`src/rtl/axis_pkg.sv`:
```
// Shared AXI-Stream lane definitions for the kernel datapath pack/unpack stages.
// Both ends import these defaults so the lane count and lane width always agree.
package axis_pkg;

  localparam int unsigned KERNEL_SIZE_DEF = 3;
  localparam int unsigned DATA_WIDTH_DEF  = 8;

  // Bit offset of lane idx inside a packed multi-lane word.
  function automatic int unsigned lane_lsb(input int unsigned idx, input int unsigned dw);
    return idx * dw;
  endfunction

endpackage

```
`src/rtl/fifo_axis.sv`:
```
// Single-lane AXI-Stream FIFO with first-word-fall-through head.
// Ports:
//   clk, rstn           clock, async active-low reset
//   s_tdata/s_tvalid    write side; s_tready = not full (combinational)
//   m_tdata/m_tvalid    head word and non-empty flag (combinational from state)
//   m_tready            pop request; ignored while empty
module fifo_axis #(
  parameter int unsigned DATA_WIDTH = 8,
  parameter int unsigned DEPTH      = 4,
  parameter int unsigned PTR_WIDTH  = 2
) (
  input  logic                  clk,
  input  logic                  rstn,
  input  logic [DATA_WIDTH-1:0] s_tdata,
  input  logic                  s_tvalid,
  output logic                  s_tready,
  output logic [DATA_WIDTH-1:0] m_tdata,
  output logic                  m_tvalid,
  input  logic                  m_tready
);

  localparam int unsigned CNT_W = PTR_WIDTH + 1;

  logic [DATA_WIDTH-1:0] mem [DEPTH];
  logic [PTR_WIDTH-1:0]  wr_ptr;
  logic [PTR_WIDTH-1:0]  rd_ptr;
  logic [CNT_W-1:0]      count;
  logic                  full;
  logic                  empty;
  logic                  push;
  logic                  pop;

  // A full FIFO refuses a push even when a pop happens in the same cycle.
  assign full     = (count == CNT_W'(DEPTH));
  assign empty    = (count == '0);
  assign push     = s_tvalid && !full;
  assign pop      = m_tready && !empty;
  assign s_tready = !full;
  assign m_tvalid = !empty;
  assign m_tdata  = mem[rd_ptr];

  // Pointer and occupancy tracking; pointers wrap naturally at DEPTH.
  always_ff @(posedge clk or negedge rstn) begin
    if (!rstn) begin
      wr_ptr <= '0;
      rd_ptr <= '0;
      count  <= '0;
    end else begin
      if (push) wr_ptr <= wr_ptr + PTR_WIDTH'(1);
      if (pop)  rd_ptr <= rd_ptr + PTR_WIDTH'(1);
      case ({push, pop})
        2'b10:   count <= count + CNT_W'(1);
        2'b01:   count <= count - CNT_W'(1);
        default: count <= count;
      endcase
    end
  end

  // Storage needs no reset: entries are only read once written.
  always_ff @(posedge clk) begin
    if (push) mem[wr_ptr] <= s_tdata;
  end

endmodule

```
`src/rtl/axis_pack_data.sv`:
```
// Packs KERNEL_SIZE independent narrow AXI-Stream lanes into one wide beat.
// Each lane is buffered in its own fifo_axis; a wide beat is registered only
// when every lane holds a word, and all lanes pop together.
// Ports:
//   clk, rstn       clock, async active-low reset
//   s_axis_*        per-lane inputs; lane i at bits [i*DATA_WIDTH +: DATA_WIDTH]
//   m_axis_*        registered wide output; tlast marks beat ROW_LEN-1 of a row
module axis_pack_data
  import axis_pkg::*;
#(
  parameter int unsigned KERNEL_SIZE = KERNEL_SIZE_DEF,
  parameter int unsigned DATA_WIDTH  = DATA_WIDTH_DEF,
  parameter int unsigned DEPTH       = 4,
  parameter int unsigned PTR_WIDTH   = 2,
  parameter int unsigned ROW_LEN     = 4,
  parameter int unsigned CNT_WIDTH   = 2
) (
  input  logic                              clk,
  input  logic                              rstn,
  input  logic [KERNEL_SIZE*DATA_WIDTH-1:0] s_axis_tdata,
  input  logic [KERNEL_SIZE-1:0]            s_axis_tvalid,
  output logic [KERNEL_SIZE-1:0]            s_axis_tready,
  output logic [KERNEL_SIZE*DATA_WIDTH-1:0] m_axis_tdata,
  output logic                              m_axis_tvalid,
  input  logic                              m_axis_tready,
  output logic                              m_axis_tlast
);

  localparam int unsigned WORD_W = KERNEL_SIZE * DATA_WIDTH;

  logic [WORD_W-1:0]      head_word;
  logic [KERNEL_SIZE-1:0] lane_nonempty;
  logic                   all_valid;
  logic                   load;
  logic                   row_end;
  logic [CNT_WIDTH-1:0]   beat_cnt;

  // One FIFO per lane; every FIFO pops on the shared load strobe.
  for (genvar i = 0; i < int'(KERNEL_SIZE); i++) begin : g_lane
    fifo_axis #(
      .DATA_WIDTH (DATA_WIDTH),
      .DEPTH      (DEPTH),
      .PTR_WIDTH  (PTR_WIDTH)
    ) u_fifo (
      .clk      (clk),
      .rstn     (rstn),
      .s_tdata  (s_axis_tdata[lane_lsb(i, DATA_WIDTH) +: DATA_WIDTH]),
      .s_tvalid (s_axis_tvalid[i]),
      .s_tready (s_axis_tready[i]),
      .m_tdata  (head_word[lane_lsb(i, DATA_WIDTH) +: DATA_WIDTH]),
      .m_tvalid (lane_nonempty[i]),
      .m_tready (load)
    );
  end

  // Join: load when every lane has a head and the output register is free.
  assign all_valid = &lane_nonempty;
  assign load      = all_valid && (!m_axis_tvalid || m_axis_tready);
  assign row_end   = (beat_cnt == CNT_WIDTH'(ROW_LEN - 1));

  // Output register and row beat counter; both advance only on load.
  always_ff @(posedge clk or negedge rstn) begin
    if (!rstn) begin
      m_axis_tvalid <= 1'b0;
      m_axis_tdata  <= '0;
      m_axis_tlast  <= 1'b0;
      beat_cnt      <= '0;
    end else if (load) begin
      m_axis_tvalid <= 1'b1;
      m_axis_tdata  <= head_word;
      m_axis_tlast  <= row_end;
      beat_cnt      <= row_end ? '0 : beat_cnt + CNT_WIDTH'(1);
    end else if (m_axis_tready) begin
      m_axis_tvalid <= 1'b0;
    end
  end

endmodule

```
`config.mk`:
```
export PLATFORM = sky130hd
export DESIGN_NAME = axis_pack_data
export DESIGN_NICKNAME = d
export VERILOG_FILES = /design/src/rtl/axis_pkg.sv /design/src/rtl/fifo_axis.sv /design/src/rtl/axis_pack_data.sv
export SDC_FILE = /design/constraint.sdc
export NUM_CORES = 1
export LEC_CHECK = 0
export ABC_CLOCK_PERIOD_IN_PS = 4870
export BUFFER_PORTS_ARGS = -buffer_cell sky130_fd_sc_hd__clkbuf_2
export CAP_MARGIN = 20
export CORE_MARGIN = 2
export CORE_UTILIZATION = 25
export CTS_BUF_LIST = sky130_fd_sc_hd__clkbuf_4
export CTS_CLUSTER_SIZE = 12
export DETAILED_ROUTE_END_ITERATION = 8
export PLACE_DENSITY_LB_ADDON = 0.2
export SLEW_MARGIN = 15
export SYNTH_ARGS = -nofsm -noshare
export SYNTH_HDL_FRONTEND = slang
export SYNTH_SLANG_ARGS = --single-unit
```
`constraint.sdc`:
```
create_clock -name clk -period 4.87 [get_ports clk]
set_clock_uncertainty 0.05 [all_clocks]
set_input_delay 0 -clock clk [delete_from_list [all_inputs] [get_ports clk]]
set_output_delay 0 -clock clk [all_outputs]
set_load 0.005 [all_outputs]
```
==> results_dict.tcl, run 1 <==
set metrics [dict create \
    dieHeight_um 158 \
    avgSynthCellArea_um2 19.5 \
    final_nets 449 \
    clk_pin_slew_worst_paths_ns 0.16 \
    worstPathArrival_ns 2.79 \
    row_count 56 \
    netlist_top_cells_area "edfxtp_1, dfrtp_1, mux4_2" \
    yosys_warnings 0 \
    drive_gt1_share_pct 36.6 \
    vias 2862 \
    worst_r2r_path_depth 10 \
    post-dp-hpwl_um 6900 \
    nFillCells 2287 \
    multi_input_area_um2 1630 \
    seq_area_frac_synth_pct 69.4 \
    port_buffers 58 \
    total_power_w 0.00429 \
    cts_tree "built" \
    drtIter0Drc 118 \
    status "complete, no violations" \
    layout_worst_path_cycle_share_pct 48.0 \
    synth_top_area_cell "edfxtp_1" \
    drc 0 \
    grt_pass1_wl_um 17200 \
    syn_inst 304 \
    place_congestion 0.654 \
    io_pins 59 \
    ctsRootBufferMaster "clkbuf_4" \
    htree_levels 4 \
    power_leakage_nw 2.77 \
    final_cell_mix "edfxtp_1, clkbuf_2, dfrtp_1" \
    drt_wl_total_um 11000 \
    p_per_area_nw_per_um2 603 \
    grt-ovfl-total 0 \
    numCtsBuffers 17 \
    timing.slew.headroom_pct 50.0 \
    crit_path_start_kind "flop" \
    grt_usage_pct 9.56 \
    syn_to_final_growth_pct 20.1 \
    grt_pass1_vias 3040 \
    drv_slew 0 \
    setup_viol 0 \
    grt_setup_unrepaired "no" \
    dr.pass1.iters 4 \
    final_area_um2 7110 \
    syn_area_um2 5920 \
    max-vdd-ir-drop_uv 199 \
    ff2ff_setup_slack_ns 2.53 \
    setup_tns_ns 0 \
    max_freq_mhz 428 \
    drt-vias-per-instance 3.90 \
    synth.distinct_cells 28 \
    tightest_slew_ns 0.750 \
    core_region_area_um2 23300 \
    worstSetupEndpointType "flop" \
    min_period_ns 2.34 \
    grt_start_max_net_pins 50 \
    cts_resized 0 \
    seq_area_um2 4110 \
    postCtsSetupBuffers 0 \
    clk_latency_ns 0.56 \
    ys_seq_elements 145 \
    synth_fp_nets 353 \
    antenna_found_initial 1 \
    required_ns 5.32 \
    hp-class "input port to async pin" \
    maxCapViolCount 0 \
    ant_nets 0 \
    clock_sinks 145 \
    layout_commonest_cell "edfxtp_1" \
    critPathKind "flop to flop" \
    finalHoldViolations 0 \
    start_util_pct 25.4 \
    place_area_um2 6510 \
    yosysTopAreaCellShare_pct 48.7 \
    cp_max_fo 6 \
    wl_per_cell_um 15.1 \
    die-width_um 158 \
    dieArea_um2 24900 \
    clockBufferDepth 2 \
]
[metal layers]
layer	routed length, µm	GRT usage, %	vias to the layer above
li1	-	-	1333
met1	4890	11.5	1479
met2	5640	15.8	42
met3	360	3.15	8
met4	156	3.77	0
met5	0	0	-
[layout make-up]
cell class                 count  share of cell area (%)
clock buffer                  17                    1.80
clock inverter                15                    2.55
timing repair buffer          89                    8.38
sequential                   145                    57.8
multi-input combinational    129                    22.9
tap                          319                    5.61
antenna                        1                  0.0352
inverter                      18                   0.950
[kinds of logic (layout without fill, tap and decap cells)]
logic type / Yosys count / count (layout) / synth area share [%]
flops: 145 / 145 / 69.4
mux: 56 / 56 / 16.6
simple gates: 35 / 35 / 3.70
buf+inv: 30 / 139 / 3.13
fa+ha+maj: 19 / 19 / 4.40
xor+xnor: 18 / 18 / 2.66
compound gates: 1 / 1 / 0.0844
other cells: 0 / 1 / 0
[sequential cells by signal (all words and copies together) (netlist names)]
| signal | flops |
|---|---|
| beat_cnt | 2 |
| g_lane.u_fifo.rd_ptr | 6 |
| m_axis_tlast | 1 |
| m_axis_tvalid | 1 |
| g_lane.u_fifo.wr_ptr | 6 |
| g_lane.u_fifo.count | 9 |
| g_lane.u_fifo.mem | 96 |
| m_axis_tdata | 24 |
[path summary, 6_finish.rpt]
path / from / endpoint
worst max register to register: g_lane[2].u_fifo.count[0] / g_lane[2].u_fifo.count[2]
max in group asynchronous: rstn / m_axis_tdata[7]
worst max-delay path: g_lane[2].u_fifo.count[0] / g_lane[2].u_fifo.count[2]
worst min register to register: g_lane[2].u_fifo.count[0] / g_lane[2].u_fifo.count[0]
min in group clk: s_axis_tdata[7] / g_lane[0].u_fifo.mem[2][7]
worst min-delay path: rstn / m_axis_tdata[10]
[worst max-delay path: stages (launching register included)]
cell,delay (ns)
dfrtp_1,0.44
inv_1,0.11
nand3_1,0.24
and2_1,0.29
inv_1,0.09
ha_1,0.18
inv_1,0.06
fa_1,0.37
xor2_1,0.15
nor2_1,0.12
xor2_1,0.17
[cells in the mapped netlist (all sizes together)]
cell,number
nand2,4
clkbuf,2
mux4,24
and2,3
and2b,1
nor3,4
mux2i,2
inv,18
ha,16
o21ai,1
nand3,3
nor4,3
xor2,9
edfxtp,96
and3,12
buf,10
dfrtp,49
nor2,4
mux2,30
fa,3
xnor2,9
or2,1
[what timing repair did]
| item | in CTS | in global routing |
|---|---|---|
| hold endpoints to repair | 243 | 0 |
| hold buffers | 29 | 0 |
| endpoints found under the setup margin | 0 | 0 |
[power breakdown]
| part | switching, W | leakage [nW] | internal, W | total (W) |
|---|---|---|---|---|
| clock network | 0.000547 | 0.168 | 0.000250 | 0.000798 |
| logic | 0.000631 | 1.15 | 0.000849 | 0.00148 |
| registers | 0.000292 | 1.45 | 0.00172 | 0.00201 |
[per-stage QoR]
step	hold WS, ns	util [%]	setup WS, ns	cells
after floorplan	-0.346	-	2.56	304
after global placement	0.152	27.9	2.64	671
after detailed placement	0.169	27.9	2.56	671
after CTS	0.0423	30.5	2.52	732
after global routing	0.0677	30.5	2.37	733
final	0.0596	30.5	2.53	733
No activity file was read; power rests on OpenSTA's default activity.
==> run 2: changes to the inputs <==
ABC_AREA = 1   (was unset)
ABC_CLOCK_PERIOD_IN_PS = 2240   (was 4870)
clock period = 2.24 ns   (was 4.87 ns; I/O delays follow)
==> run 2 against run 1 <==
  * Setup slack worse by 2.3 ns
  * Power is 140% higher
  * Wire length is 33% higher
  * Combinational power grew to 3.0 times the previous value
  * Via count is 51% higher
  * Non-clock buffer count is 21 higher
  * Worst hold slack better by 0.015 ns
  * Final area is 11% higher
  * Synthesized area is 11% higher
==> results_dict.tcl, run 2 <==
set metrics [dict create \
    die-width_um 166 \
    numCtsBuffers 17 \
    internal_power_w 0.00606 \
    setup_viol 0 \
    dieArea_um2 27500 \
    crit_path_start_kind "flop" \
    grt-ovfl-total 0 \
    netlist_top_cells_area "edfxtp_1, dfrtp_1, nand2_1" \
    core_region_area_um2 25900 \
    drtIter0Drc 167 \
    finalHoldViolations 0 \
    cts_tree "built" \
    reg.largest.list "g_lane.u_fifo.mem (96), m_axis_tdata (24), g_lane.u_fifo.count (9)" \
    switching_share_pct 40.7 \
    async_reset_ff_share_pct 33.8 \
    critPathSlowestCell "dfrtp_1" \
    tightest_slew_ns 0.935 \
    synth-edff-count 96 \
    post-dp-hpwl_um 9510 \
    crit_chain "nor2_2 -> nand2_1 -> nand2_2 -> ha_1 -> inv_1 -> fa_1 -> a21oi_1 -> o21ai_0 -> xor2_1" \
    drv_slew 0 \
    layout_worst_path_cycle_share_pct 90.5 \
    required_ns 2.61 \
    clk_pin_slew_worst_paths_ns 0.13 \
    start_util_pct 25.3 \
    seq_area_frac_synth_pct 62.6 \
    dieHeight_um 166 \
    grt_start_max_net_pins 34 \
    grt_pass1_vias 4426 \
    synth_fp_nets 705 \
    p_per_area_nw_per_um2 1300 \
    yosysTopAreaCellShare_pct 44.0 \
    max_freq_mhz 493 \
    syn_to_final_growth_pct 20.0 \
    maxCapViolCount 0 \
    min_period_ns 2.03 \
    drive_gt1_share_pct 16.4 \
    clock_power_share_pct 17.2 \
    p_switching_w 0.00416 \
    yosys_warnings 0 \
    largest_register_ffs 96 \
    vias 4318 \
    wl_per_cell_um 13.2 \
    syn_inst 656 \
    dr.pass1.iters 4 \
    clock_sinks 145 \
    cp_max_fo 8 \
    worstSetupEndpointType "flop" \
    synth_top_area_cell "edfxtp_1" \
    hp-class "input port to async pin" \
    setup_tns_ns 0 \
    drt_wl_total_um 14700 \
    timing.slew.headroom_pct 37.6 \
    htree_levels 4 \
    synth.distinct_cells 26 \
    clockBufferDepth 2 \
    status "complete, no violations" \
    place_congestion 0.686 \
    port_buffers 58 \
    syn_area_um2 6560 \
    io_pins 59 \
    max-vdd-ir-drop_uv 435 \
    ys_seq_elements 145 \
    combPwrFrac_pct 43.0 \
    synth-main-ff-cell "edfxtp_1" \
    critPathTopFamily "adder cells" \
    clk_latency_ns 0.53 \
    grt_usage_pct 11.5 \
    power_leakage_nw 3.77 \
    grt_setup_unrepaired "no" \
    whs_ns 0.0742 \
    slowest_delay_ns 0.43 \
    grt_pass1_wl_um 24400 \
    drc 0 \
    postLayoutCoreUtil_pct 30.4 \
    critPathKind "flop to flop" \
    avgSynthCellArea_um2 10.0 \
    final_nets 810 \
    postCtsSetupBuffers 0 \
    path_buf_inv 1 \
    worstPathArrival_ns 2.40 \
    antenna_found_initial 1 \
    pwr-share-seq_pct 39.8 \
    ant_nets 0 \
    row_count 59 \
    synth_most_common_cell "nand2_1" \
    drt-vias-per-instance 3.89 \
    final_cell_mix "nand2_1, inv_1, edfxtp_1" \
    ctsRootBufferMaster "clkbuf_4" \
    synth_common_cells "nand2_1, inv_1, edfxtp_1, nand3_1, dfrtp_1" \
    regMostFlops "g_lane.u_fifo.mem" \
    layout_commonest_cell "nand2_1" \
]
run 2: power groups by stage:
stage               logic [W]  clock network (W)  registers (W)
floorplan             0.00319                  0        0.00408
global route          0.00515            0.00194        0.00417
detailed placement    0.00451                  0        0.00414
global placement      0.00448                  0        0.00414
finish                0.00440            0.00176        0.00407
CTS                   0.00456            0.00183        0.00408
run 2: area by class of cell:
cell class	instances	area [µm²]
diodes	1	2.50
clock inverters	14	163
flip-flops and latches	145	4110
repair buffers	110	766
clock buffers	18	135
multi-input cells	349	1760
fillers	2724	18000
inverters	138	520
well taps	335	419
run 2: timing repair:
item / 4_1_cts / 5_1_grt
hold buffers: 29 / 0
endpoints found under the hold margin: 173 / 0
endpoints found under the setup margin: 0 / 1
gates resized for setup: 0 / 1
run 2: path summary, 6_finish.rpt:
| kind | from | to | slack, ns | depth (start not counted) |
|---|---|---|---|---|
| max | g_lane[0].u_fifo.count[0] | g_lane[0].u_fifo.count[2] | 0.21 | 9 |
| min | rstn | m_axis_tdata[21] | 0.07 | 2 |
| max reg2reg | g_lane[0].u_fifo.count[0] | g_lane[0].u_fifo.count[2] | 0.21 | 9 |
| min reg2reg | m_axis_tdata[16] | m_axis_tdata[16] | 0.44 | 2 |
| max in group asynchronous | rstn | g_lane[0].u_fifo.rd_ptr[1] | 1.46 | 3 |
| min in group clk | s_axis_tdata[4] | g_lane[0].u_fifo.mem[1][4] | 0.16 | 2 |
run 2: kinds of logic after synthesis:
kind of cell | count (synthesis) | share of synthesized area [%]
buffers and inverters | 162 | 10.6
flip-flops | 145 | 62.6
AND/OR/NAND/NOR | 309 | 20.6
XOR/XNOR | 9 | 1.20
AO/OA/AOI/OAI | 12 | 0.916
adder cells (fa/ha/maj) | 19 | 3.97
run 2: layer usage:
layer / up-vias / GRT usage [%] / wire [µm]
met1: 1989 / 14.5 / 6700
met5: - / 0 / 0
li1: 2253 / - / -
met4: 0 / 3.29 / 160
met2: 65 / 19.6 / 7210
met3: 11 / 2.88 / 588
run 2: per-stage QoR:
step,total power (W),worst slack (ns),area [µm²],std cells
3_3_place_gp,0.00862,0.204,7280,1048
3_5_place_dp,0.00865,0.200,7280,1048
4_1_cts,0.0105,0.180,7860,1109
2_1_floorplan,0.00727,0.220,6560,656
5_1_grt,0.0113,0.0127,7870,1110
6_report,0.0102,0.212,7870,1110
==> run 3: changes to the inputs <==
CORE_UTILIZATION = 45   (was 25)
==> run 3 against run 2 <==
  * Power grew 3.9%
  * First-iteration DRC count grew 81%
  * Largest cell class unchanged
  * Final area shrank 0.73%
  * Core utilization grew 24 points
  * Flip-flop and latch count is the same
  * Clock-buffer cell count is the same
  * Highest routed layer unchanged
  * Clock power grew 18%
  * Sequential share of layout area grew 0.38 points
  * Wire length shrank 7.5%
==> results_dict.tcl, run 3 (same netlist as run 2, synthesis figures left out) <==
set metrics [dict create \
    grt_setup_unrepaired "no" \
    setup_viol 0 \
    final_cell_mix "nand2_1, inv_1, edfxtp_1" \
    drtIter0Drc 303 \
    antenna_found_initial 0 \
    p_per_area_nw_per_um2 1360 \
    row_count 44 \
    dieHeight_um 125 \
    dr.pass1.iters 4 \
    worstPathArrival_ns 2.47 \
    drv_slew 0 \
    whs_ns 0.138 \
    crit_path_start_kind "flop" \
    max-vdd-ir-drop_uv 633 \
    n_antenna_cell 0 \
    status "complete, no violations" \
    numCtsBuffers 17 \
    worst_slack_ns 0.159 \
    die-width_um 125 \
    timing.slew.headroom_pct 65.4 \
    grt_pass1_vias 4568 \
    ant_nets 0 \
    core_region_area_um2 14400 \
    drt-vias-per-instance 4.70 \
    io_pins 59 \
    grt_pass1_wl_um 22900 \
    cp_max_fo 8 \
    drt_wl_total_um 13600 \
    place_congestion 0.732 \
    wl_per_cell_um 14.0 \
    cts_tree "built" \
    layout_worst_path_cycle_share_pct 92.9 \
    port_buffers 58 \
    syn_to_final_growth_pct 19.1 \
    grt-ovfl-total 0 \
    regMostFlops "g_lane.u_fifo.mem" \
    maxCapViolCount 0 \
    clk_pin_slew_worst_paths_ns 0.12 \
    critPathKind "flop to flop" \
    grt_start_max_net_pins 34 \
    required_ns 2.63 \
    finalHoldViolations 0 \
    min_period_ns 2.08 \
    vias 4543 \
    dp_worst_setup_slack_ns 0.178 \
    grt_usage_pct 19.0 \
    post-dp-hpwl_um 8730 \
    ctsRootBufferMaster "clkbuf_4" \
    start_util_pct 45.6 \
    largest_register_ffs 96 \
    tightest_slew_ns 0.519 \
    hp-class "input port to flop" \
    power_leakage_nw 3.86 \
    final_nets 819 \
    reg.largest.list "g_lane.u_fifo.mem (96), m_axis_tdata (24), g_lane.u_fifo.count (9)" \
    total_power_w 0.0106 \
    drc 0 \
    setup_tns_ns 0 \
    htree_levels 4 \
    clock_sinks 145 \
    clockBufferDepth 2 \
    dieArea_um2 15600 \
    clk_latency_ns 0.56 \
    drive_gt1_share_pct 17.5 \
    max_freq_mhz 481 \
    layout_commonest_cell "nand2_1" \
    worstSetupEndpointType "flop" \
]
## run 3: cell types whose count changed in the layout (fill, tap and decap cells not counted), sizes merged
cell         previous run  this run
buf                    23        30
clkinvlp                4         2
bufinv                  3         6
inv                   137       136
dlygate4sd3            29        31
diode                   1         0
## run 3: worst max-delay path: stages, from the launching register on
cell and delay, ns:
dfrtp_1 0.43, nor2_2 0.18, nand2_1 0.14, nand2_4 0.12, ha_1 0.15, inv_1 0.06, fa_1 0.39, a21oi_1 0.17
o21ai_0 0.12, xor2_1 0.16
## run 3: worst paths after layout
kind | to | slack, ns | cells after the start | from
worst min-delay path | g_lane[0].u_fifo.mem[0][4] | 0.14 | 2 | s_axis_tdata[4]
worst max-delay path | g_lane[0].u_fifo.count[2] | 0.16 | 9 | g_lane[0].u_fifo.count[0]
max in group asynchronous | g_lane[2].u_fifo.count[1] | 0.84 | 4 | rstn
min in group asynchronous | g_lane[2].u_fifo.rd_ptr[0] | 0.49 | 4 | rstn
worst min register to register | m_axis_tlast | 0.44 | 2 | m_axis_tlast
worst max register to register | g_lane[0].u_fifo.count[2] | 0.16 | 9 | g_lane[0].u_fifo.count[0]
## run 3: area by class of cell
cell class / count / area (µm²)
clock inverter: 14 / 236
clock buffer: 18 / 135
tap: 184 / 230
fill: 1259 / 6560
sequential: 145 / 4110
inverter: 138 / 520
multi-input combinational: 349 / 1760
timing repair buffer: 119 / 826
## run 3: stage by stage
step | util (%) | instance area [µm²] | cells
final | 54.4 | 7810 | 967
after global routing | 54.4 | 7810 | 967
after CTS | 54.1 | 7770 | 962
after detailed placement | 49.3 | 7090 | 899
after global placement | 49.3 | 7090 | 899
after floorplan | - | 6560 | 656
## run 3: repair_timing
action | CTS | global route
hold buffers | 31 | 0
hold endpoints to repair | 229 | 0
endpoints found under the setup margin | 0 | 1
gates resized for setup | 0 | 1
setup buffers | 0 | 5
## run 3: per-layer routing
layer / share of wire [%] / GRT usage, % / vias up
met1: 44 / 24.1 / 2151
met3: 4.9 / 4.47 / 18
met2: 49 / 31.9 / 96
li1: - / - / 2278
met4: 1.3 / 6.87 / 0
met5: 0 / 0 / -
## run 3: where the power goes
part	switching, W	internal, W
logic	0.00283	0.00164
clock network	0.000958	0.00112
registers	0.000353	0.00373
total	0.00414	0.00649
